`config.mk`:
```
export PLATFORM = sky130hd
export DESIGN_NAME = mem_access_unit_flat
export DESIGN_NICKNAME = d
export VERILOG_FILES = /design/src/rtl/mem_access_unit_if.sv /design/src/rtl/mem_access_unit.sv /design/src/flat_wrapper.sv
export SDC_FILE = /design/constraint.sdc
export NUM_CORES = 1
export LEC_CHECK = 0
export ABC_AREA = 1
export CORE_MARGIN = 2
export CORE_UTILIZATION = 48
export CTS_BUF_LIST = sky130_fd_sc_hd__clkbuf_2 sky130_fd_sc_hd__clkbuf_4 sky130_fd_sc_hd__clkbuf_8
export DETAILED_ROUTE_END_ITERATION = 12
export GPL_TIMING_DRIVEN = 1
export HOLD_SLACK_MARGIN = 0.05
export PLACE_DENSITY = 0.88
export SKIP_CTS_REPAIR_TIMING = 1
export SYNTH_ARGS = -nofsm -noshare
export SYNTH_HDL_FRONTEND = slang
export SYNTH_SLANG_ARGS = --single-unit
```
`constraint.sdc`:
```
create_clock -name clk -period 4.2 [get_ports clk]
set_clock_uncertainty 0.15 [all_clocks]
set_input_delay 1.26 -clock clk [delete_from_list [all_inputs] [get_ports clk]]
set_output_delay 1.26 -clock clk [all_outputs]
set_load 0.02 [all_outputs]
```
`src/rtl/mem_access_unit_if.sv`:
```
// Bundle of the core request channel and the word-addressed Memory channel
// used by mem_access_unit. The master side is the environment (core plus
// Memory); the slave side is the load/store unit itself.
interface mem_access_unit_if;
    // core request / completion
    logic        req_valid;
    logic        req_write;
    logic [1:0]  req_size;
    logic        req_signed;
    logic [31:0] req_addr;
    logic [31:0] req_wdata;
    logic        req_done;
    logic        req_fault;
    logic [31:0] resp_data;
    // Memory write channel
    logic [31:0] mem_in_addr;
    logic [31:0] mem_in_data;
    logic        mem_in_valid;
    logic        mem_in_ready;
    // Memory read channel
    logic [31:0] mem_out_addr;
    logic        mem_out_valid;
    logic        mem_out_ready;
    logic [31:0] mem_out_data;
    logic        mem_addr_error;

    modport master (
        output req_valid, req_write, req_size, req_signed, req_addr, req_wdata,
        input  req_done, req_fault, resp_data,
        input  mem_in_addr, mem_in_data, mem_in_valid,
        output mem_in_ready,
        input  mem_out_addr, mem_out_valid,
        output mem_out_ready, mem_out_data, mem_addr_error
    );

    modport slave (
        input  req_valid, req_write, req_size, req_signed, req_addr, req_wdata,
        output req_done, req_fault, resp_data,
        output mem_in_addr, mem_in_data, mem_in_valid,
        input  mem_in_ready,
        output mem_out_addr, mem_out_valid,
        input  mem_out_ready, mem_out_data, mem_addr_error
    );
endinterface

```
`src/rtl/mem_access_unit.sv`:
```
// Load/store front end for a word-addressed Memory. Checks alignment, turns
// byte/half/word accesses into Memory reads and writes (sub-word stores are
// read-modify-write), extracts and extends load data, and reports a single
// completion pulse with a fault flag.
module mem_access_unit (
    input  logic             clk,
    input  logic             reset,
    mem_access_unit_if.slave bus
);

    typedef enum logic [2:0] {
        IDLE  = 3'd0,
        READ  = 3'd1,
        WRITE = 3'd2,
        DONE  = 3'd3,
        FAULT = 3'd4
    } state_t;

    state_t      state_r;
    logic [31:0] addr_r;
    logic [31:0] wdata_r;
    logic [1:0]  size_r;
    logic        signed_r;
    logic        write_r;
    logic [31:0] write_word_r;
    logic [31:0] resp_data_r;
    logic        req_done_r;
    logic        req_fault_r;
    logic        mem_in_valid_r;
    logic        mem_out_valid_r;
    logic        misaligned_s;

    // Extract the addressed little-endian lane and extend it to 32 bits.
    function automatic logic [31:0] load_extract(
        input logic [31:0] word,
        input logic [1:0]  off,
        input logic [1:0]  size,
        input logic        sgn
    );
        logic [31:0] shifted;
        logic [31:0] result;
        shifted = word >> {off, 3'b000};
        case (size)
            2'd0:    result = {{24{sgn & shifted[7]}}, shifted[7:0]};
            2'd1:    result = {{16{sgn & shifted[15]}}, shifted[15:0]};
            default: result = word;
        endcase
        return result;
    endfunction

    // Replace only the addressed lane of the read word with the store data.
    function automatic logic [31:0] store_merge(
        input logic [31:0] word,
        input logic [1:0]  off,
        input logic [1:0]  size,
        input logic [31:0] data
    );
        logic [31:0] mask;
        logic [31:0] ins;
        case (size)
            2'd0:    mask = 32'h0000_00ff << {off, 3'b000};
            2'd1:    mask = 32'h0000_ffff << {off, 3'b000};
            default: mask = 32'hffff_ffff;
        endcase
        ins = (data << {off, 3'b000}) & mask;
        return (word & ~mask) | ins;
    endfunction

    // Alignment / legal-size check of the incoming request.
    always_comb begin
        misaligned_s = 1'b0;
        case (bus.req_size)
            2'd0:    misaligned_s = 1'b0;
            2'd1:    misaligned_s = bus.req_addr[0];
            2'd2:    misaligned_s = (bus.req_addr[1:0] != 2'b00);
            default: misaligned_s = 1'b1;
        endcase
    end

    // Access sequencer: state plus every registered output moves in lockstep,
    // so Memory valids are a pure function of the current state.
    always_ff @(posedge clk) begin
        if (reset) begin
            state_r         <= IDLE;
            addr_r          <= 32'd0;
            wdata_r         <= 32'd0;
            size_r          <= 2'd0;
            signed_r        <= 1'b0;
            write_r         <= 1'b0;
            write_word_r    <= 32'd0;
            resp_data_r     <= 32'd0;
            req_done_r      <= 1'b0;
            req_fault_r     <= 1'b0;
            mem_in_valid_r  <= 1'b0;
            mem_out_valid_r <= 1'b0;
        end else begin
            case (state_r)
                IDLE: begin
                    req_done_r      <= 1'b0;
                    req_fault_r     <= 1'b0;
                    resp_data_r     <= 32'd0;
                    mem_in_valid_r  <= 1'b0;
                    mem_out_valid_r <= 1'b0;
                    if (bus.req_valid) begin
                        addr_r   <= bus.req_addr;
                        wdata_r  <= bus.req_wdata;
                        size_r   <= bus.req_size;
                        signed_r <= bus.req_signed;
                        write_r  <= bus.req_write;
                        if (misaligned_s) begin
                            state_r     <= FAULT;
                            req_done_r  <= 1'b1;
                            req_fault_r <= 1'b1;
                        end else if (!bus.req_write || (bus.req_size != 2'd2)) begin
                            state_r         <= READ;
                            mem_out_valid_r <= 1'b1;
                        end else begin
                            state_r        <= WRITE;
                            mem_in_valid_r <= 1'b1;
                            write_word_r   <= bus.req_wdata;
                        end
                    end
                end
                READ: begin
                    if (bus.mem_out_ready) begin
                        mem_out_valid_r <= 1'b0;
                        if (bus.mem_addr_error) begin
                            state_r     <= FAULT;
                            req_done_r  <= 1'b1;
                            req_fault_r <= 1'b1;
                            resp_data_r <= 32'd0;
                        end else if (!write_r) begin
                            state_r     <= DONE;
                            req_done_r  <= 1'b1;
                            resp_data_r <= load_extract(bus.mem_out_data, addr_r[1:0],
                                                        size_r, signed_r);
                        end else begin
                            state_r        <= WRITE;
                            mem_in_valid_r <= 1'b1;
                            write_word_r   <= store_merge(bus.mem_out_data, addr_r[1:0],
                                                          size_r, wdata_r);
                        end
                    end
                end
                WRITE: begin
                    if (bus.mem_in_ready) begin
                        mem_in_valid_r <= 1'b0;
                        req_done_r     <= 1'b1;
                        resp_data_r    <= 32'd0;
                        if (bus.mem_addr_error) begin
                            state_r     <= FAULT;
                            req_fault_r <= 1'b1;
                        end else begin
                            state_r <= DONE;
                        end
                    end
                end
                DONE, FAULT: begin
                    // One-cycle completion; the next request is only looked at
                    // from IDLE, so the still-held req_valid is not re-issued.
                    state_r     <= IDLE;
                    req_done_r  <= 1'b0;
                    req_fault_r <= 1'b0;
                    resp_data_r <= 32'd0;
                end
                default: begin
                    state_r         <= IDLE;
                    req_done_r      <= 1'b0;
                    req_fault_r     <= 1'b0;
                    resp_data_r     <= 32'd0;
                    mem_in_valid_r  <= 1'b0;
                    mem_out_valid_r <= 1'b0;
                end
            endcase
        end
    end

    assign bus.req_done      = req_done_r;
    assign bus.req_fault     = req_fault_r;
    assign bus.resp_data     = resp_data_r;
    assign bus.mem_out_valid = mem_out_valid_r;
    assign bus.mem_out_addr  = {addr_r[31:2], 2'b00};
    assign bus.mem_in_valid  = mem_in_valid_r;
    assign bus.mem_in_addr   = {addr_r[31:2], 2'b00};
    assign bus.mem_in_data   = write_word_r;

endmodule

```
`src/flat_wrapper.sv`:
```
// flat-port wrapper written by rule: the top's interface ports become plain ports
module mem_access_unit_flat 
  (clk, reset, bus_req_valid, bus_req_write, bus_req_size, bus_req_signed, bus_req_addr, bus_req_wdata, bus_req_done, bus_req_fault, bus_resp_data, bus_mem_in_addr, bus_mem_in_data, bus_mem_in_valid, bus_mem_in_ready, bus_mem_out_addr, bus_mem_out_valid, bus_mem_out_ready, bus_mem_out_data, bus_mem_addr_error);
  mem_access_unit_if bus_i ();
  input  logic clk;
  input  logic reset;
  input wire logic [$bits(bus_i.req_valid)-1:0] bus_req_valid;
  input wire logic [$bits(bus_i.req_write)-1:0] bus_req_write;
  input wire logic [$bits(bus_i.req_size)-1:0] bus_req_size;
  input wire logic [$bits(bus_i.req_signed)-1:0] bus_req_signed;
  input wire logic [$bits(bus_i.req_addr)-1:0] bus_req_addr;
  input wire logic [$bits(bus_i.req_wdata)-1:0] bus_req_wdata;
  output wire logic [$bits(bus_i.req_done)-1:0] bus_req_done;
  output wire logic [$bits(bus_i.req_fault)-1:0] bus_req_fault;
  output wire logic [$bits(bus_i.resp_data)-1:0] bus_resp_data;
  output wire logic [$bits(bus_i.mem_in_addr)-1:0] bus_mem_in_addr;
  output wire logic [$bits(bus_i.mem_in_data)-1:0] bus_mem_in_data;
  output wire logic [$bits(bus_i.mem_in_valid)-1:0] bus_mem_in_valid;
  input wire logic [$bits(bus_i.mem_in_ready)-1:0] bus_mem_in_ready;
  output wire logic [$bits(bus_i.mem_out_addr)-1:0] bus_mem_out_addr;
  output wire logic [$bits(bus_i.mem_out_valid)-1:0] bus_mem_out_valid;
  input wire logic [$bits(bus_i.mem_out_ready)-1:0] bus_mem_out_ready;
  input wire logic [$bits(bus_i.mem_out_data)-1:0] bus_mem_out_data;
  input wire logic [$bits(bus_i.mem_addr_error)-1:0] bus_mem_addr_error;
  assign bus_i.req_valid = bus_req_valid;
  assign bus_i.req_write = bus_req_write;
  assign bus_i.req_size = bus_req_size;
  assign bus_i.req_signed = bus_req_signed;
  assign bus_i.req_addr = bus_req_addr;
  assign bus_i.req_wdata = bus_req_wdata;
  assign bus_req_done = bus_i.req_done;
  assign bus_req_fault = bus_i.req_fault;
  assign bus_resp_data = bus_i.resp_data;
  assign bus_mem_in_addr = bus_i.mem_in_addr;
  assign bus_mem_in_data = bus_i.mem_in_data;
  assign bus_mem_in_valid = bus_i.mem_in_valid;
  assign bus_i.mem_in_ready = bus_mem_in_ready;
  assign bus_mem_out_addr = bus_i.mem_out_addr;
  assign bus_mem_out_valid = bus_i.mem_out_valid;
  assign bus_i.mem_out_ready = bus_mem_out_ready;
  assign bus_i.mem_out_data = bus_mem_out_data;
  assign bus_i.mem_addr_error = bus_mem_addr_error;
  mem_access_unit u_core (.clk(clk), .reset(reset), .bus(bus_i));
endmodule
```
After elaboration in Yosys (flattened, before gate mapping)

Index checks and enable logic that the tools add are counted.

Output and inout port bits: 132
Bits in registers: 139
Logic and storage cells: 109
Bits of input ports: 106

Muxes and demuxes: 53
Equal/unequal tests: 16
Shift-type cells: 4
Reductions and logical operators: 16
Bitwise operators: 8

Operator list:

| operator                                             | count |
|---|---|
| two-way mux 32 bit                                   | 15 |
| one-hot mux 32 bit (2 select lines)                  | 4 |
| AND 32 bit                                           | 2 |
| NOT 32 bit                                           | 1 |
| bitwise OR 32 bit                                    | 1 |
| << shifter 16 x 5 -> 32 bit (first input constant)   | 1 |
| << shifter 32 x 5 -> 32 bit                          | 1 |
| << shifter 8 x 5 -> 32 bit (first input constant)    | 1 |
| right shift 32 x 5 -> 16 bit                         | 1 |
| two-way mux 1 bit                                    | 21 |
| two-way mux 3 bit                                    | 6 |
| inequality test 2 bit (second input constant)        | 7 |
| one-hot mux 1 bit (3 select lines)                   | 4 |
| one-hot mux 3 bit (3 select lines)                   | 1 |
| AND reduction 7 bit                                  | 1 |
| equality test 3 x 2 -> 1 bit (second input constant) | 2 |
| AND reduction 2 bit                                  | 3 |
| AND reduction 3 bit                                  | 2 |
| AND reduction 5 bit                                  | 1 |
| equality test 2 x 1 -> 1 bit (second input constant) | 2 |
| zero test 2 bit                                      | 2 |
| one-hot mux 1 bit (4 select lines)                   | 1 |
| nonzero test 2 bit                                   | 2 |
| equality test 3 x 1 -> 1 bit (second input constant) | 1 |
| 12 further kinds                                     | 14 |

Depth between registers and ports, before layout

Gate-level depths: netlist of the first run.

Depth in word-level cells: 14
Depth in mapped cells: 11

Worst setup path after synthesis of the first run

No wires, ideal clock.

Kind: input port to flip-flop
Start: input bus_req_size[0]
End: register u_core.write_word_r[16], in the netlist u_core.bus.mem_in_data[16]
Stages: 8
Path slack: 1.839 ns
Library setup time: 0.112 ns
Data arrival time: 2.100 ns
Cell sequence: a21o_1 > nand2_1 > nand2_1 > nand2_1 > buf_2 > nand3_1 > nor2_1 > nor2_1

Longest elaborated chain between the ends: 4
Elaborated cells on any way between the ends: 9

Ends and longest elaborated chain:

| item                                                                   | line                                          | RTL |
|---|---|---|
| start: declaration                                                     | flat_wrapper.sv:9                             | `input wire logic [$bits(bus_i.req_size)-1:0] bus_req_size;` |
| equality test 2 bit (tied with other cells)                            | mem_access_unit.sv:72                         | `case (bus.req_size)` |
| one-hot mux 1 bit (3 select lines) or logical OR 1 bit (tied branches) | mem_access_unit.sv:72, mem_access_unit.sv:114 |  |
| inequality test 2 bit (no source line)                                 | --                                            |  |
| AND reduction 7 bit (no source line) (*)                               | --                                            |  |
| end signal: assignment                                                 | mem_access_unit.sv:120                        | `write_word_r <= bus.req_wdata;` |
| end signal: assignment                                                 | mem_access_unit.sv:140                        | `write_word_r <= store_merge(bus.mem_out_data, addr_r[1:0],` |
| end: declaration                                                       | mem_access_unit.sv:25                         | `logic [31:0] write_word_r;` |

Every way passes the cells marked *; elsewhere a longest branch is shown, timed or not.
A chain may end at the register's enable or synchronous reset.

Worst setup path in the final report of the first run

Start: input bus_mem_addr_error
End: register u_core.resp_data_r[24], in the netlist u_core.bus.resp_data[24]

Longest elaborated chain between the ends: 3
Elaborated cells on any way between the ends: 5

Ends and longest elaborated chain:

| item                                | line                   | RTL |
|---|---|---|
| start: declaration                  | flat_wrapper.sv:24     | `input wire logic [$bits(bus_i.mem_addr_error)-1:0] bus_mem_addr_error;` |
| two-way mux 32 bit                  | mem_access_unit.sv:127 | `if (bus.mem_addr_error) begin` |
| two-way mux 32 bit                  | mem_access_unit.sv:125 | `if (bus.mem_out_ready) begin` |
| one-hot mux 32 bit (2 select lines) | mem_access_unit.sv:97  | `case (state_r)` |
| end signal: assignment              | mem_access_unit.sv:135 | `resp_data_r <= load_extract(bus.mem_out_data, addr_r[1:0],` |
| end: declaration                    | mem_access_unit.sv:26  | `logic [31:0] resp_data_r;` |

Several ways; a longest one is shown, not always the timed one. The select of a mux whose other input is x is not followed.

==> results.toml, run 1 <==
[outcome]
outcome = "finished, final reports clean"

[synth]
avgSynthCellArea_sq_um = 6.242
yosysMostFrequentCell = "nand2_1"
synthTopCellsByCount = "nand2_1 (307), nor2_1 (261), dfxtp_1 (139)"
yosys.area_share.simple_pct = 36.33
synth-seq-area-share_pct = 36.22
synth-edff-count = 0
synth_flop_cell = "dfxtp_1"
yosysUniqueCellTypes = 25
yosys_warnings = 0
synthAdderAreaFrac_pct = 0
synth_xor_area_share_pct = 0
synthesis.area_sq_um = 7684
syn_inst = 1231
synth_top_area_share_pct = 36.22
synth_top_area_cell = "dfxtp_1"
async_reset_ff_share_pct = 0
synth_mux_area_share_pct = 0
ys_ff_latch = 139
synthTopCellsByArea = "dfxtp_1 (36%), nand2_1 (15%), nor2_1 (13%)"
synth_compound_area_share_pct = 13.30
synth_top_family_by_area = "simple AND/OR/NAND/NOR gates"

[routing]
wl_um = 25050
dr.pass1.iters = 6
dr_total_vias = 8370
route.detailed.drc = 0
drt_iter0_drc = 891
wl_per_cell_um = 15.78
antenna_left = 0
avgViaCountPerCell = 5.274

[clocking]
cts_tree = "built"
clock_sinks = 139
h-tree-depth = 4
cts_root_buf = "clkbuf_8"
path_clk_slew_ns = 0.08
clk_path_buf_depth = 2
clock_latency_ns = 0.46
numCtsBuffers = 17

[floorplanning]
ioPinCount = 238
dieWidth_um = 130.5
dieArea_sq_um = 17040
start_util_pct = 48.72
chipHeight_um = 130.5
fp-row-count = 46
core_area_sq_um = 15770

[cells_and_area]
regArea_sq_um = 2783
drive_above_1_share_pct = 5.106
stdcell_area_sq_um = 10070
multi_input_area_sq_um = 3829
nets = 1464
num_antenna_cells = 0
area_growth_pct = 31.00
n_fill_cell = 1390

[sta]
fmax_mhz = 314.7
tns_ns = 0
slew_viol_final = 0
rsz0062_at_grt = "false"
setup_viol = 0
fin_crit_sh_pct = 75.66
hold_viol = 0
worst_pin_slew_ns = 0.7344
slew-limit-headroom_pct = 50.87
min_period_ns = 3.178

[placed_design]
place.gp.congestion = 0.9642
placed_area_sq_um = 9550
portBuffers = 233
hpwl_um = 17660

[critical_path]
critPathKind = "in2reg"
critPathArrivalTime_ns = 3.40
path_cells = "clkdlybuf4s50_1 -> inv_1 -> nand2_1 -> nor2_1 -> nand3_1 -> buf_4 -> nor2_1 -> nand2_1 -> a21oi_1"
crit_path_top_delay_cell = "nand3_1"
rrSetupSlack_ns = 1.31
required_ns = 4.43
cp-end-kind = "flip-flop"
critPathLaunchType = "input pin"
path_max_fanout = 17
max_stage_delay_ns = 0.53

[global_routing]
grt_start_max_net_pins = 73
grtUsageTotal_pct = 28.42
grt_pass1_vias = 7439
grt_antenna_before_repair = 0
grt.overflow.total = 0
grt_pass1_wl_um = 37650

[power]
power_density_nw_per_um2 = 484.8
p_leak_uw = 0.004229
vdd_drop_max_mv = 0.2689

[hold_path]
worstHoldPathType = "reg2reg"

[run]
cap_viol_max_count = 0
## sequential cells by signal, summed over array words and instances, names as in the netlist
| name | count |
|---|---|
| u_core.write_r | 1 |
| u_core.signed_r | 1 |
| u_core.bus.mem_out_valid | 1 |
| u_core.bus.req_fault | 1 |
| u_core.wdata_r | 32 |
| u_core.bus.mem_in_valid | 1 |
| u_core.state_r | 3 |
| u_core.addr_r | 32 |
| u_core.size_r | 2 |
| u_core.bus.mem_in_data | 32 |
| u_core.bus.resp_data | 32 |
| u_core.bus.req_done | 1 |
## cells in the final DEF (no fill, tap or decap), types with 3 or more instances in the layout
| master | synthesis | layout |
|---|---|---|
| a21oi_1 | 77 | 77 |
| buf_4 | 69 | 8 |
| bufinv_16 | 0 | 7 |
| clkbuf_8 | 0 | 19 |
| clkdlybuf4s50_1 | 0 | 233 |
| conb_1 | 1 | 4 |
| dfxtp_1 | 139 | 139 |
| inv_1 | 55 | 54 |
| inv_2 | 8 | 9 |
| nand2_1 | 307 | 307 |
| nand2_2 | 6 | 6 |
| nand3_1 | 96 | 96 |
| nor2_1 | 261 | 261 |
| nor2_2 | 5 | 5 |
| nor2_4 | 4 | 4 |
| o21ai_0 | 121 | 121 |
| o21ai_1 | 3 | 3 |
## metrics by stage
stage | setup slack, ns | utilization [%] | cells | total power (uW) | hold slack, ns
2_1_floorplan | 1.839 | - | 1234 | 2909 | 0.2744
3_3_place_gp | 0.8402 | 60.56 | 1555 | 3442 | 0.2921
3_5_place_dp | 0.7164 | 60.56 | 1555 | 3464 | 0.3007
4_1_cts | 1.125 | 63.83 | 1587 | 4871 | 0.3170
5_1_grt | 1.022 | 63.83 | 1587 | 5133 | 0.3339
6_report | 1.022 | 63.83 | 1587 | 4880 | 0.3159
## routing by layer
layer,GRT usage [%],share of wire [%],vias up
met5,0,0,-
met4,11.89,3.7,0
met3,8.225,11,74
met2,45.40,46,525
met1,36.08,40,3689
li1,-,-,4082
## worst max-delay path, delay by kind of cell
kind            cells  cell delay (ns)
simple gates        5             0.94
buf+inv             3             1.01
compound gates      1             0.19
## cell families after synthesis
family / count (synthesis)
flip-flops: 139
other: 1
buffers and inverters: 201
AND/OR/NAND/NOR: 687
AO/OA/AOI/OAI: 203
## path summary, 6_finish.rpt
kind                                         start                  endpoint  cells after the start
worst max-delay path            bus_mem_addr_error  u_core.bus.resp_data[24]                      9
worst min-delay path            u_core.wdata_r[30]        u_core.wdata_r[30]                      2
worst max register to register   u_core.state_r[1]  u_core.bus.resp_data[24]                      8
worst min register to register  u_core.wdata_r[30]        u_core.wdata_r[30]                      2
## layout make-up
class	instances	area share, %
Multi-Input combinational cell	894	38.04
Sequential cell	139	27.64
Timing Repair Buffer	243	24.16
Clock buffer	21	2.747
Tap cell	216	2.685
Clock inverter	11	2.374
Inverter	63	2.349
## power by group
group	internal (uW)	switching, uW
Combinational	693	1130
Clock	872	535
Sequential	1510	142
Total	3070	1810
Note: power is estimated with default switching activity, not from simulation.
==> run 2, diff against run 1 <==
Settings changed: CORE_UTILIZATION 48 to 44, PLACE_DENSITY 0.88 to 0.85.
Clock period 4.2 ns to 2.6 ns, I/O delays scaled along.
==> run 2 against run 1 <==
Via count rose by 0.31%. First-iteration DRC count rose by 16%. Critical path depth fell by 8. Final cell count rose by 1.5%. Sequential power rose by 61%. Largest cell class unchanged. Largest power group unchanged.
==> results.toml, run 2 (synthesized netlist as in run 1, its figures left out) <==
[critical_path]
cp-end-kind = "output pin"
max_stage_delay_ns = 0.63
crit_path_top_delay_cell = "clkdlybuf4s50_1"
crit_family = "buffers and inverters"
worst-path-buf-inv = 1
critPathKind = "reg2out"
critPathLaunchType = "flip-flop"
path_max_fanout = 3
critPathArrivalTime_ns = 1.50
path_cells = "clkdlybuf4s50_1"
required_ns = 1.67

[power]
power.total_uw = 7902
vdd_drop_max_mv = 0.3507
p_leak_uw = 0.004301
power_density_nw_per_um2 = 774.6

[global_routing]
grt_antenna_before_repair = 1
grt_pass1_vias = 7588
grt_pass1_wl_um = 39070
grt.overflow.total = 0
grt_start_max_net_pins = 75
grtUsageTotal_pct = 26.92

[floorplanning]
fp-row-count = 48
ioPinCount = 238
core_area_sq_um = 17180
dieArea_sq_um = 18540
start_util_pct = 44.73
dieWidth_um = 136.1
chipHeight_um = 136.1

[clocking]
clk_path_buf_depth = 2
numCtsBuffers = 17
h-tree-depth = 4
cts_tree = "built"
clock_sinks = 139
path_clk_slew_ns = 0.08
cts_root_buf = "clkbuf_8"
clock_latency_ns = 0.47

[sta]
worst_pin_slew_ns = 0.5312
hold_viol = 0
slew_viol_final = 0
tns_ns = 0
slew-limit-headroom_pct = 64.55
setup_viol = 0
fmax_mhz = 410.8
rsz0062_at_grt = "false"
min_period_ns = 2.435
fin_crit_sh_pct = 93.64

[run]
cap_viol_max_count = 0

[routing]
wl_per_cell_um = 15.80
avgViaCountPerCell = 5.212
antenna_left = 0
dr_total_vias = 8396
route.detailed.drc = 0
dr.pass1.iters = 6
drt_iter0_drc = 1037
wl_um = 25460

[placed_design]
hpwl_um = 18160
portBuffers = 233
placed_area_sq_um = 9717
place.gp.congestion = 0.9743

[cells_and_area]
drive_above_1_share_pct = 6.065
area_growth_pct = 32.76
final_cell_mix = "nand2_1 (307), nor2_1 (261), clkdlybuf4s50_1 (233)"
nets = 1478
final_common_cell = "nand2_1"
stdcell_area_sq_um = 10200

[outcome]
outcome = "finished, final reports clean"

[hold_path]
worstHoldPathType = "reg2reg"
## run 2: final cells by class
cell class,instances,area (sq um)
Tap cell,225,281.5
Inverter,63,236.5
Multi-Input combinational cell,894,3829
Timing Repair Buffer,257,2587
Fill cell,1621,6975
Clock inverter,12,219.0
Sequential cell,139,2783
Antenna cell,1,2.502
Clock buffer,20,262.8
## run 2: path summary, 6_finish.rpt
| check | cells past startpoint | slack (ns) | from | end |
|---|---|---|---|---|
| setup / recovery | 1 | 0.17 | u_core.addr_r[12] | bus_mem_in_addr[12] |
| hold / removal | 2 | 0.31 | u_core.wdata_r[27] | u_core.wdata_r[27] |
| setup reg to reg | 9 | 0.61 | u_core.size_r[1] | u_core.bus.mem_in_data[14] |
| hold reg to reg | 2 | 0.31 | u_core.wdata_r[27] | u_core.wdata_r[27] |
## run 2: metrics by stage
step	util, %	hold slack [ns]	worst slack (ns)	instances
3_5_place_dp	56.57	0.2985	0.02118	1578
4_1_cts	59.38	0.3106	0.1287	1610
3_3_place_gp	56.57	0.2912	0.07653	1578
6_report	59.39	0.3093	0.1655	1611
5_1_grt	59.39	0.3319	0.1115	1611
2_1_floorplan	-	0.2744	0.7186	1234
## run 2: routing by layer
layer  global-route usage, %  wire [um]
met4                   10.42        715
met5                       0          0
met2                   43.05      11730
met3                   8.128       2732
met1                   34.04      10280
## run 2: where the power goes
group | switching [uW] | internal [uW] | total, uW
combinational | 1860 | 1200 | 3070
clock | 895 | 1280 | 2180
sequential | 221 | 2440 | 2660
## run 2: worst min-delay path: stages, from the launching register on
cell and delay [ns]:
dfxtp_1 0.30, inv_1 0.06, a21oi_1 0.05
==> run 3, diff against run 2 <==
Settings changed: MAX_ROUTING_LAYER from default to met4, PLACE_DENSITY 0.85 to 0.79.
==> run 3 against run 2 <==
Count of clock-buffer cells in the layout is 2 lower. Largest cell class unchanged. Setup slack better by 0.0080 ns. Fmax is 0.33% higher. Via count is 1.8% lower. Global-route usage is 0.44 points higher. First-iteration DRC count is 5.1% lower. Non-clock buffer count is 2 higher. Register-to-register slack worse by 0.10 ns. Sequential power hardly changed. Critical path type unchanged. Cell area is 0.17% lower. Combinational power hardly changed.
==> results.toml, run 3 (synthesized netlist as in run 1, its figures left out) <==
[floorplanning]
ioPinCount = 238
dieArea_sq_um = 18540
fp-row-count = 48
core_area_sq_um = 17180
dieWidth_um = 136.1
start_util_pct = 44.73
chipHeight_um = 136.1

[hold_path]
worstHoldPathType = "reg2reg"

[placed_design]
hpwl_um = 18320
placed_area_sq_um = 9719
place_ws_ns = 0.07690
place.gp.congestion = 0.8974
portBuffers = 233

[critical_path]
path_cells = "clkdlybuf4s50_1"
path_max_fanout = 2
critPathLaunchType = "flip-flop"
max_stage_delay_ns = 0.64
crit_family = "buffers and inverters"
rrSetupSlack_ns = 0.51
worst-path-buf-inv = 1
critPathArrivalTime_ns = 1.50
critPathKind = "reg2out"
crit_path_top_delay_cell = "clkdlybuf4s50_1"
required_ns = 1.67
cp-end-kind = "output pin"

[cells_and_area]
n_fill_cell = 1676
drive_above_1_share_pct = 6.200
final_common_cell = "nand2_1"
nets = 1480
final_cell_mix = "nand2_1 (307), nor2_1 (261), clkdlybuf4s50_1 (233)"
stdcell_area_sq_um = 10180
regArea_sq_um = 2783
area_growth_pct = 32.54
multi_input_area_sq_um = 3829

[routing]
drt_iter0_drc = 984
wl_met1_um = 10530
antenna_left = 0
wl_per_cell_um = 15.55
wl_um = 25090
dr_total_vias = 8242
dr.pass1.iters = 8
dr_wl_met3_um = 2310
highest_layer = "met4"
avgViaCountPerCell = 5.107
route.detailed.drc = 0
route.met2.wl_um = 11760

[global_routing]
grtUsageTotal_pct = 27.37
grt_start_max_net_pins = 58
grt.overflow.total = 0
grt_pass1_wl_um = 38230
grt_antenna_before_repair = 1
grt_pass1_vias = 7399

[sta]
hold_viol = 0
setup_ws_ns = 0.1735
whs_ns = 0.3078
fin_crit_sh_pct = 93.33
worst_pin_slew_ns = 0.5158
slew_viol_final = 0
slew-limit-headroom_pct = 65.58
setup_viol = 0
fmax_mhz = 412.1
tns_ns = 0
min_period_ns = 2.427
rsz0062_at_grt = "false"

[clocking]
cts_tree = "built"
clk_path_buf_depth = 2
cts_root_buf = "clkbuf_8"
numCtsBuffers = 17
clock_latency_ns = 0.47
h-tree-depth = 4
path_clk_slew_ns = 0.08
clock_sinks = 139

[power]
p_leak_uw = 0.004289
power_density_nw_per_um2 = 762.9
vdd_drop_max_mv = 0.3665

[run]
cap_viol_max_count = 0

[outcome]
outcome = "finished, final reports clean"
## run 3: power by group
group	internal (uW)	total, uW	switching [uW]
Sequential	2440	2660	220
Combinational	1200	3040	1850
Clock	1160	2070	911
## run 3: path summary, 6_finish.rpt
check	start	endpoint	depth (start not counted)
setup / recovery	u_core.bus.mem_in_data[5]	bus_mem_in_data[5]	1
hold / removal	u_core.wdata_r[31]	u_core.wdata_r[31]	2
setup reg to reg	u_core.addr_r[1]	u_core.bus.mem_in_data[7]	9
hold reg to reg	u_core.wdata_r[31]	u_core.wdata_r[31]	2
## run 3: layout make-up
type,count,share of cell area (%)
Antenna cell,2,0.04915
Clock buffer,18,2.371
Clock inverter,14,2.138
Inverter,63,2.322
Multi-Input combinational cell,894,37.60
Sequential cell,139,27.33
Tap cell,225,2.764
Timing Repair Buffer,259,25.43
## run 3: stage by stage
step	util [%]	cells	total power (uW)
global route	59.27	1613	8202
floorplan	-	1234	4699
global placement	56.59	1580	5682
finish	59.29	1614	7769
detailed placement	56.59	1580	5715
CTS	59.26	1612	7788
## run 3: routing by layer
layer,GRT usage (%),up-vias
met2,43.41,411
met1,33.88,3669
met5,-,-
li1,-,4118
met4,8.738,0
met3,7.420,44
